`src/rtl/mem_port_arbiter.sv`:
```
`default_nettype none
// ============================================================================
// Module   : mem_port_arbiter
// Brief    : Two-port round-robin arbiter for one shared memory, with a bounded
//            bus lock and a one-cycle registered read-valid return path.
// Revision : 1.0
// ============================================================================
module mem_port_arbiter #(
    parameter int ADDR_W   = 8,
    parameter int DATA_W   = 16,
    parameter int LOCK_MAX = 8
) (
    input  logic              clock,
    input  logic              reset,

    input  logic              a_req,
    input  logic              a_we,
    input  logic              a_lock,
    input  logic [ADDR_W-1:0] a_addr,
    input  logic [DATA_W-1:0] a_wdata,
    output logic              a_gnt,
    output logic              a_rvalid,

    input  logic              b_req,
    input  logic              b_we,
    input  logic              b_lock,
    input  logic [ADDR_W-1:0] b_addr,
    input  logic [DATA_W-1:0] b_wdata,
    output logic              b_gnt,
    output logic              b_rvalid,

    output logic [DATA_W-1:0] rdata,

    output logic              mem_enable,
    output logic              mem_write_enable,
    output logic [ADDR_W-1:0] mem_address,
    output logic [DATA_W-1:0] mem_write_data,
    input  logic [DATA_W-1:0] mem_read_data
);

    localparam logic [1:0] S_NONE  = 2'd0;
    localparam logic [1:0] S_OWN_A = 2'd1;
    localparam logic [1:0] S_OWN_B = 2'd2;

    localparam logic       c_PORT_A   = 1'b0;
    localparam logic       c_PORT_B   = 1'b1;
    localparam logic [7:0] c_LOCK_MAX = 8'(LOCK_MAX);

    logic       r_rr_last;
    logic [1:0] r_owner;
    logic [7:0] r_lock_cnt;
    logic [1:0] r_rd_pend;

    logic       w_gnt_a;
    logic       w_gnt_b;
    logic       w_win_lock;
    logic [1:0] w_win_state;
    logic [7:0] w_cnt_inc;
    logic [1:0] w_owner_nxt;
    logic [7:0] w_cnt_nxt;

    // An owner that stops requesting simply falls through to normal arbitration.
    always_comb begin
        w_gnt_a = 1'b0;
        w_gnt_b = 1'b0;
        if (!reset) begin
            if (r_owner == S_OWN_A && a_req) begin
                w_gnt_a = 1'b1;
            end else if (r_owner == S_OWN_B && b_req) begin
                w_gnt_b = 1'b1;
            end else if (a_req && b_req) begin
                if (r_rr_last == c_PORT_B) begin
                    w_gnt_a = 1'b1;
                end else begin
                    w_gnt_b = 1'b1;
                end
            end else if (a_req) begin
                w_gnt_a = 1'b1;
            end else if (b_req) begin
                w_gnt_b = 1'b1;
            end
        end
    end

    always_comb begin
        mem_enable       = 1'b0;
        mem_write_enable = 1'b0;
        mem_address      = '0;
        mem_write_data   = '0;
        if (w_gnt_a) begin
            mem_enable       = 1'b1;
            mem_write_enable = a_we;
            mem_address      = a_addr;
            mem_write_data   = a_wdata;
        end else if (w_gnt_b) begin
            mem_enable       = 1'b1;
            mem_write_enable = b_we;
            mem_address      = b_addr;
            mem_write_data   = b_wdata;
        end
    end

    assign w_win_lock  = (w_gnt_a & a_lock) | (w_gnt_b & b_lock);
    assign w_win_state = w_gnt_a ? S_OWN_A : S_OWN_B;
    assign w_cnt_inc   = (r_owner == w_win_state) ? (r_lock_cnt + 8'd1) : 8'd1;

    // Reaching the hold limit releases immediately; rr_last then points at the
    // releasing port so the other side wins the following contested cycle.
    always_comb begin
        w_owner_nxt = S_NONE;
        w_cnt_nxt   = 8'd0;
        if (w_win_lock && (w_cnt_inc < c_LOCK_MAX)) begin
            w_owner_nxt = w_win_state;
            w_cnt_nxt   = w_cnt_inc;
        end
    end

    always_ff @(posedge clock) begin
        if (reset) begin
            r_rr_last  <= c_PORT_B;
            r_owner    <= S_NONE;
            r_lock_cnt <= 8'd0;
            r_rd_pend  <= 2'b00;
        end else begin
            if (w_gnt_a) begin
                r_rr_last <= c_PORT_A;
            end else if (w_gnt_b) begin
                r_rr_last <= c_PORT_B;
            end
            r_owner    <= w_owner_nxt;
            r_lock_cnt <= w_cnt_nxt;
            r_rd_pend  <= {w_gnt_b & ~b_we, w_gnt_a & ~a_we};
        end
    end

    assign a_gnt    = w_gnt_a;
    assign b_gnt    = w_gnt_b;
    assign a_rvalid = r_rd_pend[0] & ~reset;
    assign b_rvalid = r_rd_pend[1] & ~reset;
    assign rdata    = mem_read_data;

endmodule
`default_nettype wire

```
`config.mk`:
```
export PLATFORM = sky130hd
export DESIGN_NAME = mem_port_arbiter
export DESIGN_NICKNAME = d
export VERILOG_FILES = /design/src/rtl/mem_port_arbiter.sv
export SDC_FILE = /design/constraint.sdc
export NUM_CORES = 1
export LEC_CHECK = 0
export ABC_AREA = 1
export CORE_MARGIN = 3
export CORE_UTILIZATION = 45
export CTS_CLUSTER_SIZE = 16
export DETAILED_ROUTE_END_ITERATION = 6
export DONT_BUFFER_PORTS = 1
export GPL_ROUTABILITY_DRIVEN = 0
export PLACE_DENSITY_LB_ADDON = 0.1
export SLEW_MARGIN = 40
export SYNTH_ARGS = -nofsm -noshare
export SYNTH_HDL_FRONTEND = slang
export SYNTH_SLANG_ARGS = --single-unit
```
`constraint.sdc`:
```
create_clock -name clock -period 1.7 [get_ports clock]
set_input_delay 0.17 -clock clock [delete_from_list [all_inputs] [get_ports clock]]
set_output_delay 0.17 -clock clock [all_outputs]
set_load 0.1 [all_outputs]
```
# Word level (Yosys, flattened, before mapping)
# Index checks and enable logic that the tools add are counted.
[op_classes]
addsub = 1
order_cmp = 1
eq_ne = 3
muxes = 25
n_bitwise = 11
reduce_logical = 6
[op_table]
columns = ["cell", "count"]
rows = [
  ["2-to-1 mux 16 bit", 2],
  ["2-to-1 mux 8 bit", 3],
  ["2-to-1 mux 1 bit", 19],
  ["adder 8 x 1 -> 8 bit, second input constant", 1],
  ["less-than comparator 8 x 4 -> 1 bit, second input constant", 1],
  ["bitwise AND 1 bit", 6],
  ["logical AND 1 bit", 4],
  ["inverter 1 bit", 4],
  ["equality test 2 x 1 -> 1 bit, second input constant", 1],
  ["equality test 2 bit", 1],
  ["equality test 2 bit, second input constant", 1],
  ["2-to-1 mux 2 bit", 1],
  ["nonzero test 2 bit", 1],
  ["OR reduction 2 bit", 1],
  ["OR 1 bit", 1],
]
[word_totals]
regBits = 13
in_bits = 72
output_inout_bits = 46
word_cells = 51

# Longest topological paths before layout
# Gate-level depths: netlist (run 1).
[depth]
depth_word = 12
ltp_mapped = 10
depth_no_buf = 9

# Least setup slack after synthesis (run 1)
# Ideal clock, no wire load.
[synth_timing]
path_kind = "reg2out"
start = "register r_owner[1]"
end = "output mem_address[0]"
arrival_ns = 1.813
t_required_ns = 1.530
path_slack_ns = -0.283
stages_incl_launch_ff = 10
path_buffers = 1
path_cell_list = "dfxtp_1 -> inv_2 -> a21oi_2 -> nand2_4 -> o21ai_2 -> nand2_2 -> inv_4 -> buf_8 -> nand2_1 -> nand2_1"
[synth_via]
elab_chain_cells = 7
elab_cells_between_ends = 12
cone_classes = "eq/ne (2); mux (8); reduce/logical (2)"
[synth_lines]
columns = ["item", "line", "rtl"]
rows = [
  ["start: declaration", "50", "logic [1:0] r_owner;"],
  ["start signal: assignment", "130", "r_owner <= w_owner_nxt;"],
  ["equality test 2 bit", "69", "end else if (r_owner == S_OWN_B && b_req) begin"],
  ["logical AND 1 bit", "69", ""],
  ["2-to-1 mux 1 bit", "69", ""],
  ["2-to-1 mux 1 bit *", "67", "if (r_owner == S_OWN_A && a_req) begin"],
  ["2-to-1 mux 1 bit *", "66", "if (!reset) begin"],
  ["via b_gnt", "29", "output logic b_gnt,"],
  ["2-to-1 mux 8 bit *", "95", "end else if (w_gnt_b) begin"],
  ["2-to-1 mux 8 bit *", "90", "if (w_gnt_a) begin"],
  ["end: declaration", "36", "output logic [ADDR_W-1:0] mem_address,"],
]
# Mark *: on every way through the listed nets, which the timed path passes. The rest lies on a longest branch.

# Final worst setup path (run 1)
[layout_timing]
start = "register r_owner[0]"
end = "output mem_write_data[10]"
[layout_via]
elab_chain_cells = 7
elab_cells_between_ends = 12
cone_classes = "eq/ne (2); mux (8); reduce/logical (2)"
[layout_lines]
columns = ["item", "line", "rtl"]
rows = [
  ["equality test 2 bit", "69", ""],
  ["logical AND 1 bit", "69", ""],
  ["2-to-1 mux 1 bit", "69", ""],
  ["2-to-1 mux 1 bit", "67", ""],
  ["2-to-1 mux 1 bit", "66", ""],
  ["2-to-1 mux 16 bit", "95", ""],
  ["2-to-1 mux 16 bit *", "90", ""],
  ["end: declaration", "37", "output logic [DATA_W-1:0] mem_write_data,"],
]
# Every way passes the cells marked *; elsewhere a longest branch is shown, timed or not.

==> results of run 1 <==
## cell families after synthesis
logic type      after synthesis  share of synthesized area (%)
compound gates                3                           2.11
fa+ha+maj                     1                           1.17
simple gates                128                           49.3
xor+xnor                      1                          0.820
other cells                   1                          0.351
flops                        13                           24.4
buf+inv                      37                           21.9
## timing repair
item                                   in CTS  in global routing
gates resized for setup                    52                 38
setup buffers                               2                  2
endpoints found under the hold margin       2                  0
cloned                                      3                  0
setup endpoints to repair                  27                 28
hold buffers                                2                  0
pin swaps                                  13                 13
## synthesized netlist by cell type (2+ instances only)
library cell and number:
sky130_fd_sc_hd__buf_4 17, sky130_fd_sc_hd__nand3_1 7, sky130_fd_sc_hd__buf_6 2, sky130_fd_sc_hd__dfxtp_1 13, sky130_fd_sc_hd__inv_4 2, sky130_fd_sc_hd__nand2_2 3
sky130_fd_sc_hd__nand3b_1 3, sky130_fd_sc_hd__inv_1 14, sky130_fd_sc_hd__nand2_4 2, sky130_fd_sc_hd__nand2_1 97, sky130_fd_sc_hd__nor2_1 14
## area by class of cell
cell class	instances	area, µm²
clock buffers	4	26.3
fillers	122	305
inverters	17	93.8
multi-input cells	138	1020
flip-flops and latches	13	268
well taps	28	35.0
repair buffers	28	440
repair inverters	3	43.8
## power by group
part / leakage (nW) / internal [mW] / switching [mW] / total, mW
sequential: 0.109 / 0.318 / 0.0128 / 0.331
clock: 0.0150 / 0.0910 / 0.0976 / 0.189
combinational: 0.854 / 0.251 / 0.625 / 0.877
total: 0.978 / 0.661 / 0.736 / 1.40
## through the flow
stage	hold slack, ns	TNS (ns)	utilization [%]	area (µm²)	std cells
after floorplan	0.242	-0.0394	-	1190	188
after global placement	0.244	0	65.0	1450	218
after detailed placement	0.247	0	65.0	1450	218
after CTS	0.0342	-1.75	78.4	1750	229
after global routing	0.0469	-3.30	86.3	1930	231
final	0.0309	-1.50	86.3	1930	231
## worst max-delay path, stage by stage, from the launching register on
cell                       delay, ns
sky130_fd_sc_hd__dfxtp_4        0.39
sky130_fd_sc_hd__inv_4          0.04
sky130_fd_sc_hd__nand2_4        0.08
sky130_fd_sc_hd__nand2_4        0.05
sky130_fd_sc_hd__nand2_4        0.10
sky130_fd_sc_hd__o21ai_4        0.09
sky130_fd_sc_hd__nand2_8        0.16
sky130_fd_sc_hd__clkinv_8       0.13
sky130_fd_sc_hd__nand2_4        0.09
sky130_fd_sc_hd__nand2_4        0.05
sky130_fd_sc_hd__buf_12         0.16
## worst paths after layout
check / start / end / slack [ns] / depth (start not counted)
max reg2reg: r_owner[0] / r_lock_cnt[0] / 0.48 / 8
min: reset / r_rr_last / 0.03 / 2
min reg2reg: r_lock_cnt[0] / r_lock_cnt[0] / 0.58 / 3
max: r_owner[0] / mem_write_data[10] / -0.09 / 10
## per-layer routing
layer  up-vias  global-route usage, %
li1        568                      -
met1       529                   23.4
met2        62                   41.1
met3         4                   10.1
met4         0                   7.47
met5         -                      0
## state kept, by name, summed over array words and instances, names as in the netlist
register    count
r_owner         2
r_rr_last       1
r_lock_cnt      8
r_rd_pend       2
## layout by cell type, fill, tap and decap left out, types with 4 or more instances in the layout
| cell | n |
|---|---|
| sky130_fd_sc_hd__buf_4 | 8 |
| sky130_fd_sc_hd__clkinv_8 | 4 |
| sky130_fd_sc_hd__nand2_1 | 48 |
| sky130_fd_sc_hd__nand2_8 | 9 |
| sky130_fd_sc_hd__nand2_2 | 10 |
| sky130_fd_sc_hd__inv_1 | 13 |
| sky130_fd_sc_hd__conb_1 | 5 |
| sky130_fd_sc_hd__nand3_1 | 7 |
| sky130_fd_sc_hd__nor2_1 | 12 |
| sky130_fd_sc_hd__dfxtp_1 | 11 |
| sky130_fd_sc_hd__nand2_4 | 35 |
| sky130_fd_sc_hd__buf_12 | 18 |
==> out/qor.log, run 1 <==
qor: timing.slew_viol_final 0
qor: layout.n_antenna_cell 0
qor: yosys.netlist_instances 184
qor: pwr.leakage 0.978 nW
qor: die.design.portCount 118
qor: critical_path.cp_endpoint_kind primary output
qor: routing.vias_per_cell 5.03
qor: layout.nets 277
qor: pwr.totalPowerFinal 1.40 mW
qor: routing.wl_met3 353 µm
qor: die.die-width 54.7 µm
qor: clock_network.clock_tree_from_tritoncts yes
qor: routing.initialDrtViolationCount 16
qor: placement.numPortBuffers 0
qor: timing.achievable-frequency 560 MHz
qor: routing.detail_route.wirelength.met1 1190 µm
qor: routing.routedWlPerCell 16.2 µm
qor: clock_network.ctsHtreeMaxLevel 1
qor: die.rows 17
qor: yosys.mappedNetlistArea 1070 µm²
qor: clock_network.clk_path_buf_depth 2
qor: timing.finalHoldViolations 0
qor: yosys.count_of_flip_flops_with_a_built_in_enable_after_synthesis 0
qor: clock_network.clock_sinks 13
qor: timing.period_share 105%
qor: clock_network.clock_tree.root_cell sky130_fd_sc_hd__clkbuf_4
qor: routing.final_antenna_net_count 0
qor: critical_path.critPathRequiredTime 1.53 ns
qor: routing.via_count_of_the_routed_design 1163
qor: pwr.power_density 724 nW/µm²
qor: clock_network.clock_latency 0.27 ns
qor: status.outcome finished, violations left
qor: yosys.synth_top_cells_by_area sky130_fd_sc_hd__nand2_1 (34%), sky130_fd_sc_hd__dfxtp_1 (24%), sky130_fd_sc_hd__buf_4 (12%)
qor: yosys.netlist.top_cell.by_area sky130_fd_sc_hd__nand2_1
qor: routing.firstDrtPassIters 4
qor: yosys.post_synth_num_cell_types 21
qor: global_route.vias_in_the_first_global_route 1114
qor: timing.finalSetupViolations 26
qor: die.initial_utilization 47.8%
qor: yosys.synth_ff_type sky130_fd_sc_hd__dfxtp_1
qor: timing.period_needed 1.79 ns
qor: die.die_area 3000 µm²
qor: critical_path.worst-endpoint-arrival 1.62 ns
qor: pwr.vdd_ir_drop_max 0.623 mV
qor: routing.totalWireLength 3740 µm
qor: clock_network.clock_buffer_count_from_cts 3
qor: timing.fin_skew 0.000862 ns
qor: yosys.synth-warning-count 0
qor: placement.dpl.hpwl 2440 µm
qor: critical_path.cp_max_fo 7
qor: placement.placement.setup.worst_slack 0.0650 ns
qor: status.violations negative setup slack
qor: yosys.yosysSeqAreaShare 24.4%
qor: global_route.wire_length_of_the_first_global_routing_pass 4860 µm
qor: yosys.synth-async-reset-ratio 0%
qor: layout.area_growth_syn_to_layout 80.4%
qor: yosys.yosys.area.top_type_share 34.1%
qor: global_route.number_of_antenna_violations_at_the_first_check_in_global_routing 0
qor: routing.wl_met2 2160 µm
qor: timing.rsz0062_at_grt true
qor: clock_network.cts.clk_slew.worst_paths 0.08 ns
qor: critical_path.criticalPathCategory register to primary output
qor: timing.final_critical_path_setup_slack -0.0873 ns
qor: worst_hold_path.worst_hold_path_type input port to register
qor: die.design.core.area 2230 µm²
qor: layout.post_route_cells_drive_above_1_share 47.8%
qor: yosys.ys_ff_latch 13
qor: global_route.global_route.usage.total 22.9%
qor: critical_path.critPathLaunchType register
qor: yosys.syn_avg_cell_area 5.81 µm²
qor: routing.drc_violation_count_after_routing 0
qor: routing.route.top_layer_used met4
qor: die.die_h 54.7 µm
qor: global_route.grt_max_degree 29
qor: flow_run.max-cap-violations 0
qor: global_route.globalRouteOverflowTotal 0
(Power assumes the default switching activity.)
==> run 2: changes to the inputs <==
--- a/config.mk
+++ b/config.mk
@@ -12,6 +12,7 @@
 export DETAILED_ROUTE_END_ITERATION = 6
 export DONT_BUFFER_PORTS = 1
 export GPL_ROUTABILITY_DRIVEN = 0
+export MAX_ROUTING_LAYER = met4
 export PLACE_DENSITY_LB_ADDON = 0.1
 export SLEW_MARGIN = 40
 export SYNTH_ARGS = -nofsm -noshare
==> out/qor.log, run 2 (synthesis results as in run 1) <==
qor: routing.firstDrtPassIters 6 [+2]
qor: die.design.portCount 118 [unchanged]
qor: global_route.number_of_antenna_violations_at_the_first_check_in_global_routing 0 [unchanged]
qor: layout.design_area 1930 µm² [unchanged]
qor: global_route.vias_in_the_first_global_route 1113 [-0.090%]
qor: critical_path.criticalPathCategory register to primary output
qor: timing.period_needed 1.79 ns [-0.00117 ns]
qor: worst_hold_path.hp-start reset
qor: critical_path.rr_startpoint r_owner[0]
qor: die.die_area 3000 µm² [unchanged]
qor: clock_network.ctsHtreeMaxLevel 1 [unchanged]
qor: die.rows 17 [unchanged]
qor: worst_hold_path.hold_crit_depth 2 [unchanged]
qor: critical_path.critPathRequiredTime 1.53 ns [about the same]
qor: clock_network.clk_path_buf_depth 2 [unchanged]
qor: routing.initialDrtViolationCount 12 [-4]
qor: global_route.wire_length_of_the_first_global_routing_pass 4870 µm [+0.29%]
qor: timing.slew_viol_final 0 [unchanged]
qor: critical_path.critPathLaunchType register
qor: layout.post_route_cells_drive_above_1_share 47.8% [unchanged]
qor: routing.totalWireLength 3710 µm [-0.86%]
qor: routing.drc_violation_count_after_routing 0 [unchanged]
qor: timing.fin_skew 0.000916 ns [+0.0000544 ns]
qor: global_route.globalRouteOverflowTotal 0 [unchanged]
qor: critical_path.timing.reg2reg.worst_path_depth 8 [unchanged]
qor: critical_path.startpoint r_owner[0]
qor: clock_network.clock_latency 0.27 ns [about the same]
qor: status.violations negative setup slack
qor: die.initial_utilization 47.8% [unchanged]
qor: layout.mostFrequentLayoutCell sky130_fd_sc_hd__nand2_1
qor: status.outcome finished, violations left
qor: worst_hold_path.worst_hold_path_type input port to register
qor: global_route.grt_max_degree 29 [unchanged]
qor: routing.via_count_of_the_routed_design 1170 [+0.60%]
qor: routing.vias_per_cell 5.06 [+0.60%]
qor: placement.numPortBuffers 0 [unchanged]
qor: pwr.totalPowerFinal 1.39 mW [about the same]
qor: layout.area_growth_syn_to_layout 80.4% [unchanged]
qor: layout.largest_register_ffs 8 [unchanged]
qor: layout.nets 277 [unchanged]
qor: placement.dpl.hpwl 2440 µm [unchanged]
qor: die.die_h 54.7 µm [unchanged]
qor: placement.placement.setup.worst_slack 0.0650 ns [unchanged]
qor: pwr.leakage 0.978 nW [unchanged]
qor: timing.finalSetupViolations 26 [unchanged]
qor: placement.dpl-instance-area 1450 µm² [unchanged]
qor: critical_path.crit-reg2reg-capture r_lock_cnt[0]
qor: pwr.power_density 723 nW/µm² [about the same]
qor: timing.finalHoldViolations 0 [unchanged]
qor: clock_network.clock_sinks 13 [unchanged]
qor: critical_path.r2r_setup_slack 0.48 ns [about the same]
qor: routing.routedWlPerCell 16.0 µm [-0.86%]
qor: layout.postLayoutCoreUtil 86.3% [unchanged]
qor: critical_path.cp_endpoint_kind primary output
qor: timing.achievable-frequency 560 MHz [about the same]
qor: flow_run.max-cap-violations 0 [unchanged]
qor: timing.period_share 105% [about the same]
qor: timing.final_critical_path_setup_slack -0.0861 ns [+0.00117 ns]
qor: pwr.vdd_ir_drop_max 0.623 mV [about the same]
qor: die.design.core.area 2230 µm² [unchanged]
qor: layout.largest_registers r_lock_cnt (8), r_owner (2), r_rd_pend (2)
qor: critical_path.worst-endpoint-arrival 1.62 ns [about the same]
qor: critical_path.cp_max_fo 7 [unchanged]
qor: clock_network.cts.clk_slew.worst_paths 0.08 ns [about the same]
qor: clock_network.clock_tree.root_cell sky130_fd_sc_hd__clkbuf_4
qor: layout.registers.top_by_ff_count r_lock_cnt
qor: clock_network.clock_buffer_count_from_cts 3 [unchanged]
qor: die.die-width 54.7 µm [unchanged]
qor: worst_hold_path.whs_endpoint r_rr_last
qor: timing.rsz0062_at_grt true
qor: timing.final.setup.tns -1.42 ns [+0.0725 ns]
qor: clock_network.clock_tree_from_tritoncts yes
qor: layout.most-common-layout-cells sky130_fd_sc_hd__nand2_1 (48), sky130_fd_sc_hd__nand2_4 (35), sky130_fd_sc_hd__buf_12 (18), sky130_fd_sc_hd__inv_1 (13), sky130_fd_sc_hd__nor2_1 (12)
qor: routing.final_antenna_net_count 0 [unchanged]
qor: global_route.global_route.usage.total 23.6% [+0.69 points]
qor: layout.n_antenna_cell 0 [unchanged]
-- run 2: cell counts in the layout (fill, tap and decap cells not counted) --
No cell type changed its count.
-- run 2: repair_timing --
item / 4_1_cts / 5_1_grt
hold buffers: 2 / 0
endpoints found under the setup margin: 27 / 28
gates cloned: 3 / 0
pin swaps: 13 / 13
endpoints found under the hold margin: 2 / 0
resized for setup: 52 / 38
setup buffers: 2 / 2
-- run 2: cell type report --
class | instances | area [µm²]
Multi-Input combinational cell | 138 | 1020
Timing Repair Buffer | 28 | 440
Fill cell | 122 | 305
Sequential cell | 13 | 268
Inverter | 17 | 93.8
Timing Repair inverter | 3 | 43.8
Tap cell | 28 | 35.0
Clock buffer | 4 | 26.3
-- run 2: where the power goes --
group          switching [mW]  total [mW]  internal, mW
Clock                  0.0970       0.188        0.0909
Combinational           0.625       0.876         0.251
Sequential             0.0129       0.331         0.318
-- run 2: worst max-delay path: stages (launching register included) --
cell,delay [ns]
sky130_fd_sc_hd__dfxtp_4,0.39
sky130_fd_sc_hd__inv_4,0.04
sky130_fd_sc_hd__nand2_4,0.08
sky130_fd_sc_hd__nand2_4,0.05
sky130_fd_sc_hd__nand2_4,0.10
sky130_fd_sc_hd__o21ai_4,0.09
sky130_fd_sc_hd__nand2_8,0.16
sky130_fd_sc_hd__clkinv_8,0.13
sky130_fd_sc_hd__nand2_4,0.09
sky130_fd_sc_hd__nand2_4,0.05
sky130_fd_sc_hd__buf_12,0.16
-- run 2: worst max-delay path by stage --
stage                     cells after the start                  to  slack, ns
after global placement                        8  mem_write_data[14]       0.12
after CTS                                     9   mem_write_data[6]      -0.09
final                                        10  mem_write_data[10]      -0.09
after detailed placement                      8      mem_address[2]       0.07
after floorplan                               9      mem_address[0]      -0.04
after global routing                         10  mem_write_data[11]      -0.15
-- run 2: stage by stage --
| step | cells | hold slack (ns) |
|---|---|---|
| 6_report | 231 | 0.0318 |
| 3_5_place_dp | 218 | 0.247 |
| 2_1_floorplan | 188 | 0.242 |
| 3_3_place_gp | 218 | 0.244 |
| 4_1_cts | 229 | 0.0342 |
| 5_1_grt | 231 | 0.0469 |
-- run 2: per-layer routing --
layer	vias to the layer above	wire length (µm)	GRT usage, %
met5	-	0	-
met4	0	59	7.47
met3	6	300	8.45
met2	59	2140	41.1
met1	537	1210	24.6
li1	568	-	-
